==> src/rtl/instr_encoder_loader_pkg.sv <==
// Shared encoding constants for the MIPS program loader and the control decoder.
package instr_encoder_loader_pkg;

    typedef enum logic [3:0] {
        OpAdd  = 4'd0,
        OpSub  = 4'd1,
        OpAnd  = 4'd2,
        OpOr   = 4'd3,
        OpSlt  = 4'd4,
        OpAddi = 4'd5,
        OpAndi = 4'd6,
        OpOri  = 4'd7,
        OpSlti = 4'd8,
        OpLw   = 4'd9,
        OpSw   = 4'd10,
        OpBeq  = 4'd11,
        OpBne  = 4'd12,
        OpJ    = 4'd13
    } op_e;

    localparam logic [5:0] OpcR    = 6'b000000;
    localparam logic [5:0] OpcAddi = 6'b001000;
    localparam logic [5:0] OpcAndi = 6'b001100;
    localparam logic [5:0] OpcOri  = 6'b001101;
    localparam logic [5:0] OpcSlti = 6'b001010;
    localparam logic [5:0] OpcLw   = 6'b100011;
    localparam logic [5:0] OpcSw   = 6'b101011;
    localparam logic [5:0] OpcBeq  = 6'b000100;
    localparam logic [5:0] OpcBne  = 6'b000101;
    localparam logic [5:0] OpcJ    = 6'b000010;

    localparam logic [5:0] FnAdd = 6'b100000;
    localparam logic [5:0] FnSub = 6'b100010;
    localparam logic [5:0] FnAnd = 6'b100100;
    localparam logic [5:0] FnOr  = 6'b100101;
    localparam logic [5:0] FnSlt = 6'b101010;

    typedef enum logic [1:0] {
        StIdle = 2'd0,
        StLoad = 2'd1,
        StDone = 2'd2
    } state_e;

endpackage

==> src/rtl/instr_encoder_loader_packer.sv <==
// Combinational packer: symbolic op plus fields to a 32-bit MIPS word.
module instr_field_packer
    import instr_encoder_loader_pkg::*;
(
    input  logic [3:0]  op_i,
    input  logic [4:0]  rs_i,
    input  logic [4:0]  rt_i,
    input  logic [4:0]  rd_i,
    input  logic [15:0] imm_i,
    input  logic [25:0] target_i,
    output logic [31:0] word_o,
    output logic        illegal_o
);

    function automatic logic [31:0] rtype(input logic [4:0] rs, input logic [4:0] rt,
                                          input logic [4:0] rd, input logic [5:0] fn);
        return {OpcR, rs, rt, rd, 5'b00000, fn};
    endfunction

    always_comb begin
        word_o    = '0;
        illegal_o = 1'b0;
        case (op_e'(op_i))
            OpAdd:   word_o = rtype(rs_i, rt_i, rd_i, FnAdd);
            OpSub:   word_o = rtype(rs_i, rt_i, rd_i, FnSub);
            OpAnd:   word_o = rtype(rs_i, rt_i, rd_i, FnAnd);
            OpOr:    word_o = rtype(rs_i, rt_i, rd_i, FnOr);
            OpSlt:   word_o = rtype(rs_i, rt_i, rd_i, FnSlt);
            OpAddi:  word_o = {OpcAddi, rs_i, rt_i, imm_i};
            OpAndi:  word_o = {OpcAndi, rs_i, rt_i, imm_i};
            OpOri:   word_o = {OpcOri, rs_i, rt_i, imm_i};
            OpSlti:  word_o = {OpcSlti, rs_i, rt_i, imm_i};
            OpLw:    word_o = {OpcLw, rs_i, rt_i, imm_i};
            OpSw:    word_o = {OpcSw, rs_i, rt_i, imm_i};
            OpBeq:   word_o = {OpcBeq, rs_i, rt_i, imm_i};
            OpBne:   word_o = {OpcBne, rs_i, rt_i, imm_i};
            OpJ:     word_o = {OpcJ, target_i};
            default: illegal_o = 1'b1;
        endcase
    end

endmodule

==> src/rtl/instr_encoder_loader.sv <==
// Program loader: encodes handshaked instruction requests and writes them to
// instruction memory at consecutive word addresses.
module instr_encoder_loader
    import instr_encoder_loader_pkg::*;
#(
    parameter int unsigned ADDR_W    = 8,
    parameter int unsigned DEPTH     = 256,
    parameter int unsigned BASE_ADDR = 0
) (
    input  logic              clk,
    input  logic              reset,
    input  logic              start,
    input  logic              finish,
    input  logic              in_valid,
    output logic              in_ready,
    input  logic [3:0]        in_op,
    input  logic [4:0]        in_rs,
    input  logic [4:0]        in_rt,
    input  logic [4:0]        in_rd,
    input  logic [15:0]       in_imm,
    input  logic [25:0]       in_target,
    output logic              imem_we,
    output logic [ADDR_W-1:0] imem_addr,
    output logic [31:0]       imem_wdata,
    output logic              busy,
    output logic              done,
    output logic              full,
    output logic              err,
    output logic [ADDR_W:0]   word_count
);

    localparam logic [ADDR_W:0]   DepthCnt = (ADDR_W + 1)'(DEPTH);
    localparam logic [ADDR_W-1:0] BaseAddr = ADDR_W'(BASE_ADDR);

    state_e            state_q;
    logic   [ADDR_W:0] count_q;
    logic              err_q;
    logic   [31:0]     pk_word;
    logic              pk_illegal;
    logic              xfer;

    instr_field_packer u_packer (
        .op_i      (in_op),
        .rs_i      (in_rs),
        .rt_i      (in_rt),
        .rd_i      (in_rd),
        .imm_i     (in_imm),
        .target_i  (in_target),
        .word_o    (pk_word),
        .illegal_o (pk_illegal)
    );

    assign full       = (count_q == DepthCnt);
    assign in_ready   = (state_q == StLoad) && !full;
    assign xfer       = in_valid && in_ready;
    assign busy       = (state_q == StLoad);
    assign done       = (state_q == StDone);
    assign err        = err_q;
    assign word_count = count_q;

    always_ff @(posedge clk) begin
        if (reset) begin
            state_q    <= StIdle;
            count_q    <= '0;
            err_q      <= 1'b0;
            imem_we    <= 1'b0;
            imem_addr  <= BaseAddr;
            imem_wdata <= '0;
        end else begin
            imem_we <= 1'b0;
            // Illegal ops complete the handshake but leave memory and count untouched.
            if (xfer) begin
                if (pk_illegal) begin
                    err_q <= 1'b1;
                end else begin
                    imem_we    <= 1'b1;
                    imem_addr  <= BaseAddr + count_q[ADDR_W-1:0];
                    imem_wdata <= pk_word;
                    count_q    <= count_q + 1'b1;
                end
            end
            case (state_q)
                StIdle, StDone: begin
                    if (start) begin
                        state_q <= StLoad;
                        count_q <= '0;
                        err_q   <= 1'b0;
                    end
                end
                StLoad: begin
                    if (finish) state_q <= StDone;
                end
                default: state_q <= StIdle;
            endcase
        end
    end

endmodule

==> config.mk <==
export PLATFORM = sky130hd
export DESIGN_NAME = instr_encoder_loader
export DESIGN_NICKNAME = d
export VERILOG_FILES = /design/src/rtl/instr_encoder_loader_pkg.sv /design/src/rtl/instr_encoder_loader_packer.sv /design/src/rtl/instr_encoder_loader.sv
export SDC_FILE = /design/constraint.sdc
export NUM_CORES = 1
export LEC_CHECK = 0
export BUFFER_PORTS_ARGS = -buffer_cell sky130_fd_sc_hd__buf_2
export CAP_MARGIN = 20
export CORE_UTILIZATION = 43
export CTS_CLUSTER_SIZE = 25
export DETAILED_ROUTE_END_ITERATION = 12
export GPL_ROUTABILITY_DRIVEN = 0
export HOLD_SLACK_MARGIN = 0.02
export PLACE_DENSITY = 0.81
export SLEW_MARGIN = 40
export SYNTH_ARGS = -nofsm -noshare
export SYNTH_HDL_FRONTEND = slang
export SYNTH_SLANG_ARGS = --single-unit
==> constraint.sdc <==
create_clock -name clk -period 1.8 [get_ports clk]
set_input_delay 0.36 -clock clk [delete_from_list [all_inputs] [get_ports clk]]
set_output_delay 0.36 -clock clk [all_outputs]
set_load 0.02 [all_outputs]
==> results.yml <==
synth:
  ys_dominant_reg_cell: "dfxtp_1"
  synth_enable_flop_cells: 0
  synth_seq_cells: 52
  synth.distinct_cells: 44
  yosys_warnings: 0
  synth.cell_area_mm2: 0.002721
  post_synth_inst_count: 340
  postSynthNetCount: 408
  synth.avg_cell_area_um2: 8.004
  async_set_or_reset_flop_fraction_in_the_synthesized_netlist: 0
  synth-seq-area-share: 0.3825
drt:
  routed_via_density: 5.740
  drt_pre_antenna_iters: 5
  routed-via-count: 3134
  post_drt_wl_per_cell_um: 16.17
  ant_nets: 0
  detail_route.iter0.violations: 232
  route.detailed.drc: 0
  postRouteWirelength_um: 8831
sta:
  worstMarginPinSlew_ns: 0.6651
  tmin_final_ns: 1.851
  max_freq_mhz: 540.4
  final.setup.worst_slack_ns: -0.05059
  final.setup_skew_ns: 0.01474
  layout_worst_path_cycle_share: 1.028
  rsz0062_at_grt: "true"
  timing.final.setup_violations: 2
  worst_slew_margin_rel: 0.5534
  final_hold_viol_count: 0
  max_slew_violation_total_from_the_final_report: 0
place:
  place.detailed.hpwl_um: 5678
  post_dp_cell_area_mm2: 0.003511
  place.port_buffers: 119
run_status:
  run_status: "finished with violations"
  failed_checks: "negative setup slack"
setup_path:
  worst_r2r_path_depth: 9
  worstPathCellList: "inv_2, ha_4, nor4bb_4, buf_4, and2_4, buf_6"
  slowest_stage: "dfxtp_4"
  worstReg2RegStart: "word_count[1]"
  cp_required_ns: 1.44
  critPathCaptureType: "primary output"
  timing.critical_path.fanout_max: 3
  startpoint_type: "register"
  critical_path_max_stage_delay_ns: 0.36
  worst_setup_path_type: "reg -> out"
  worst-endpoint-arrival_ns: 1.49
  timing.rr.end: "imem_wdata[27]"
  rrSetupSlack_ns: 0.01
  crit_family: "flip-flops"
  crit_buf_inv: 3
floorplanning:
  chipWidth_um: 81.56
  boundaryPins: 121
  dieArea_mm2: 0.006651
  fp.coreArea_mm2: 0.006026
  initial_utilization: 0.4516
  placement_rows: 28
  die-height_um: 81.56
finish:
  syn_to_final_growth_pct: 43.77
  fraction_of_layout_instances_using_a_drive_strength_above_1: 0.4374
  num-nets-final: 538
  n_fill_cell: 510
  post-route-util: 0.6493
  final_design_area_no_fill_mm2: 0.003913
  antenna_cells_inserted: 0
worst_hold_path:
  hold-path-endpoint: "err"
  hold_path.class: "in -> reg"
  hp-start: "in_valid"
  hold-path-cell-count: 3
global_route:
  via_count_of_the_first_global_routing_pass: 2820
  groute.usage.overall: 0.2493
  global_route_wire_length_before_repair_um: 12920
  grt_max_degree: 36
  initial_antenna_violation_count: 0
  gr-total-overflow: 0
clocking:
  clk_pin_slew_ns: 0.11
  cts_num_sinks: 52
  worst_skew_pair.late_latency_ns: 0.32
  cts_made_buffers: 5
  cts_tree: "built"
  max-clock-path-buffers: 2
  clock_tree.htree_level_count: 2
  clk_root_buffer_cell: "clkbuf_8"
pwr:
  max-vdd-ir-drop_mv: 0.3966
  p_per_area_mw_per_mm2: 639.8
  static-leakage-power_uw: 0.001672
  design_power_total_uw: 2503
run:
  drv_cap: 0
## cell usage in the layout, fill, tap and decap left out, types with 3 or more instances in the layout
master       n
a21oi_1     28
clkbuf_8     5
a221oi_1     6
nor2_2       4
nand3_1      3
o21ai_0      8
buf_6        4
nand2_1     29
a311oi_2     6
or2_2        6
or3_1        7
nor2_1      37
dfxtp_1     50
a211oi_2     7
nand4_1     12
nor3_1      14
buf_2      117
nor3_2       5
nand2b_1    17
nor2b_1      5
xnor2_1      3
a211oi_1     6
mux2i_1      6
inv_1        5
a32oi_1      7
buf_4       26
o22ai_1      6
clkbuf_16    4
## worst reg2reg max path, delay by kind of cell, from the launching register on
kind                       cells  cell delay, ns
and+or+nand+nor                2            0.24
DFF                            1            0.35
adders and majority gates      1            0.15
buffers and inverters          4            0.55
AOI/OAI and AO/OA              2            0.43
## report_power, final
part	switching [uW]	internal [uW]	total, uW
registers	24.6	1190	1220
logic	330	247	577
clock network	426	284	711
total	781	1720	2500
## cells in the mapped netlist (all sizes together), types with 2 or more instances
library cell	number	area share
buf	17	0.034
or3	7	0.016
o22ai	6	0.014
a32oi	7	0.023
nor2b	5	0.011
inv	7	0.0097
nand2b	17	0.039
a31oi	2	0.0046
or2	6	0.014
a21oi	30	0.055
dfxtp	52	0.38
ha	2	0.0092
clkbuf	15	0.021
and4	2	0.0064
o21ai	9	0.018
a221oi	6	0.019
nand3	3	0.0055
a211oi	14	0.040
a222oi	2	0.0074
nor3	19	0.035
nand2	29	0.040
mux2i	6	0.022
xnor2	3	0.0097
nand4	12	0.028
a311oi	8	0.026
nor2	41	0.057
## sequential cells by signal, summed over array words and instances, names as in the netlist
name / cells
word_count: 9
err: 1
imem_addr: 8
imem_wdata: 31
state_q: 2
imem_we: 1
## logic make-up (layout without fill, tap and decap cells)
kind of cell / after synthesis / count (layout) / share of synthesized area
buffers and inverters: 39 / 170 / 0.06391
adder cells (fa/ha/maj): 2 / 2 / 0.009194
other: 1 / 1 / 0.001378
AO/OA/AOI/OAI: 89 / 89 / 0.2258
flip-flops: 52 / 52 / 0.3825
multiplexers: 6 / 6 / 0.02207
XOR/XNOR: 3 / 3 / 0.009657
AND/OR/NAND/NOR: 148 / 148 / 0.2855
## layout make-up
cell class / count / area, um2 / area share
Tap cell: 75 / 93.84 / 0.02398
Timing Repair Buffer: 155 / 1008 / 0.2578
Sequential cell: 52 / 1046 / 0.2673
Inverter: 7 / 26.28 / 0.006716
Multi-Input combinational cell: 249 / 1644 / 0.4202
Clock inverter: 3 / 25.02 / 0.006396
Clock buffer: 5 / 68.82 / 0.01759
## per-stage QoR
step / cells / setup WS (ns) / setup TNS (ns) / hold WS, ns
global placement: 530 / 0.07825 / 0 / 0.4395
finish: 546 / -0.05059 / -0.06211 / 0.3056
CTS: 539 / -0.04606 / -0.07082 / 0.2987
global route: 546 / -0.1417 / -1.024 / 0.3190
floorplan: 340 / 0.01848 / 0 / 0.5172
detailed placement: 530 / -0.02994 / -0.06219 / 0.4446
## worst max-delay path by stage
| stage | from | slack [ns] | cells after the start | to |
|---|---|---|---|---|
| floorplan | word_count[1] | 0.02 | 7 | word_count[2] |
| global placement | word_count[0] | 0.08 | 8 | imem_wdata[5] |
| detailed placement | in_op[1] | -0.03 | 7 | imem_wdata[4] |
| CTS | word_count[0] | -0.05 | 6 | full |
| global route | word_count[1] | -0.14 | 6 | full |
| finish | word_count[0] | -0.05 | 6 | full |
## per-layer routing
metal	vias up	share of wire	track usage
met1	1472	0.41	0.2962
li1	1492	-	-
met3	19	0.063	0.04111
met2	151	0.50	0.4392
met5	-	0	0
met4	0	0.022	0.1071
## what timing repair did
item | 4_1_cts | 5_1_grt
pin swaps | 1 | 6
buffers inserted | 0 | 2
hold buffers | 0 | 0
gates resized for setup | 7 | 30
gates cloned | 1 | 5
setup endpoints to repair | 3 | 30
(Power assumes the default switching activity.)
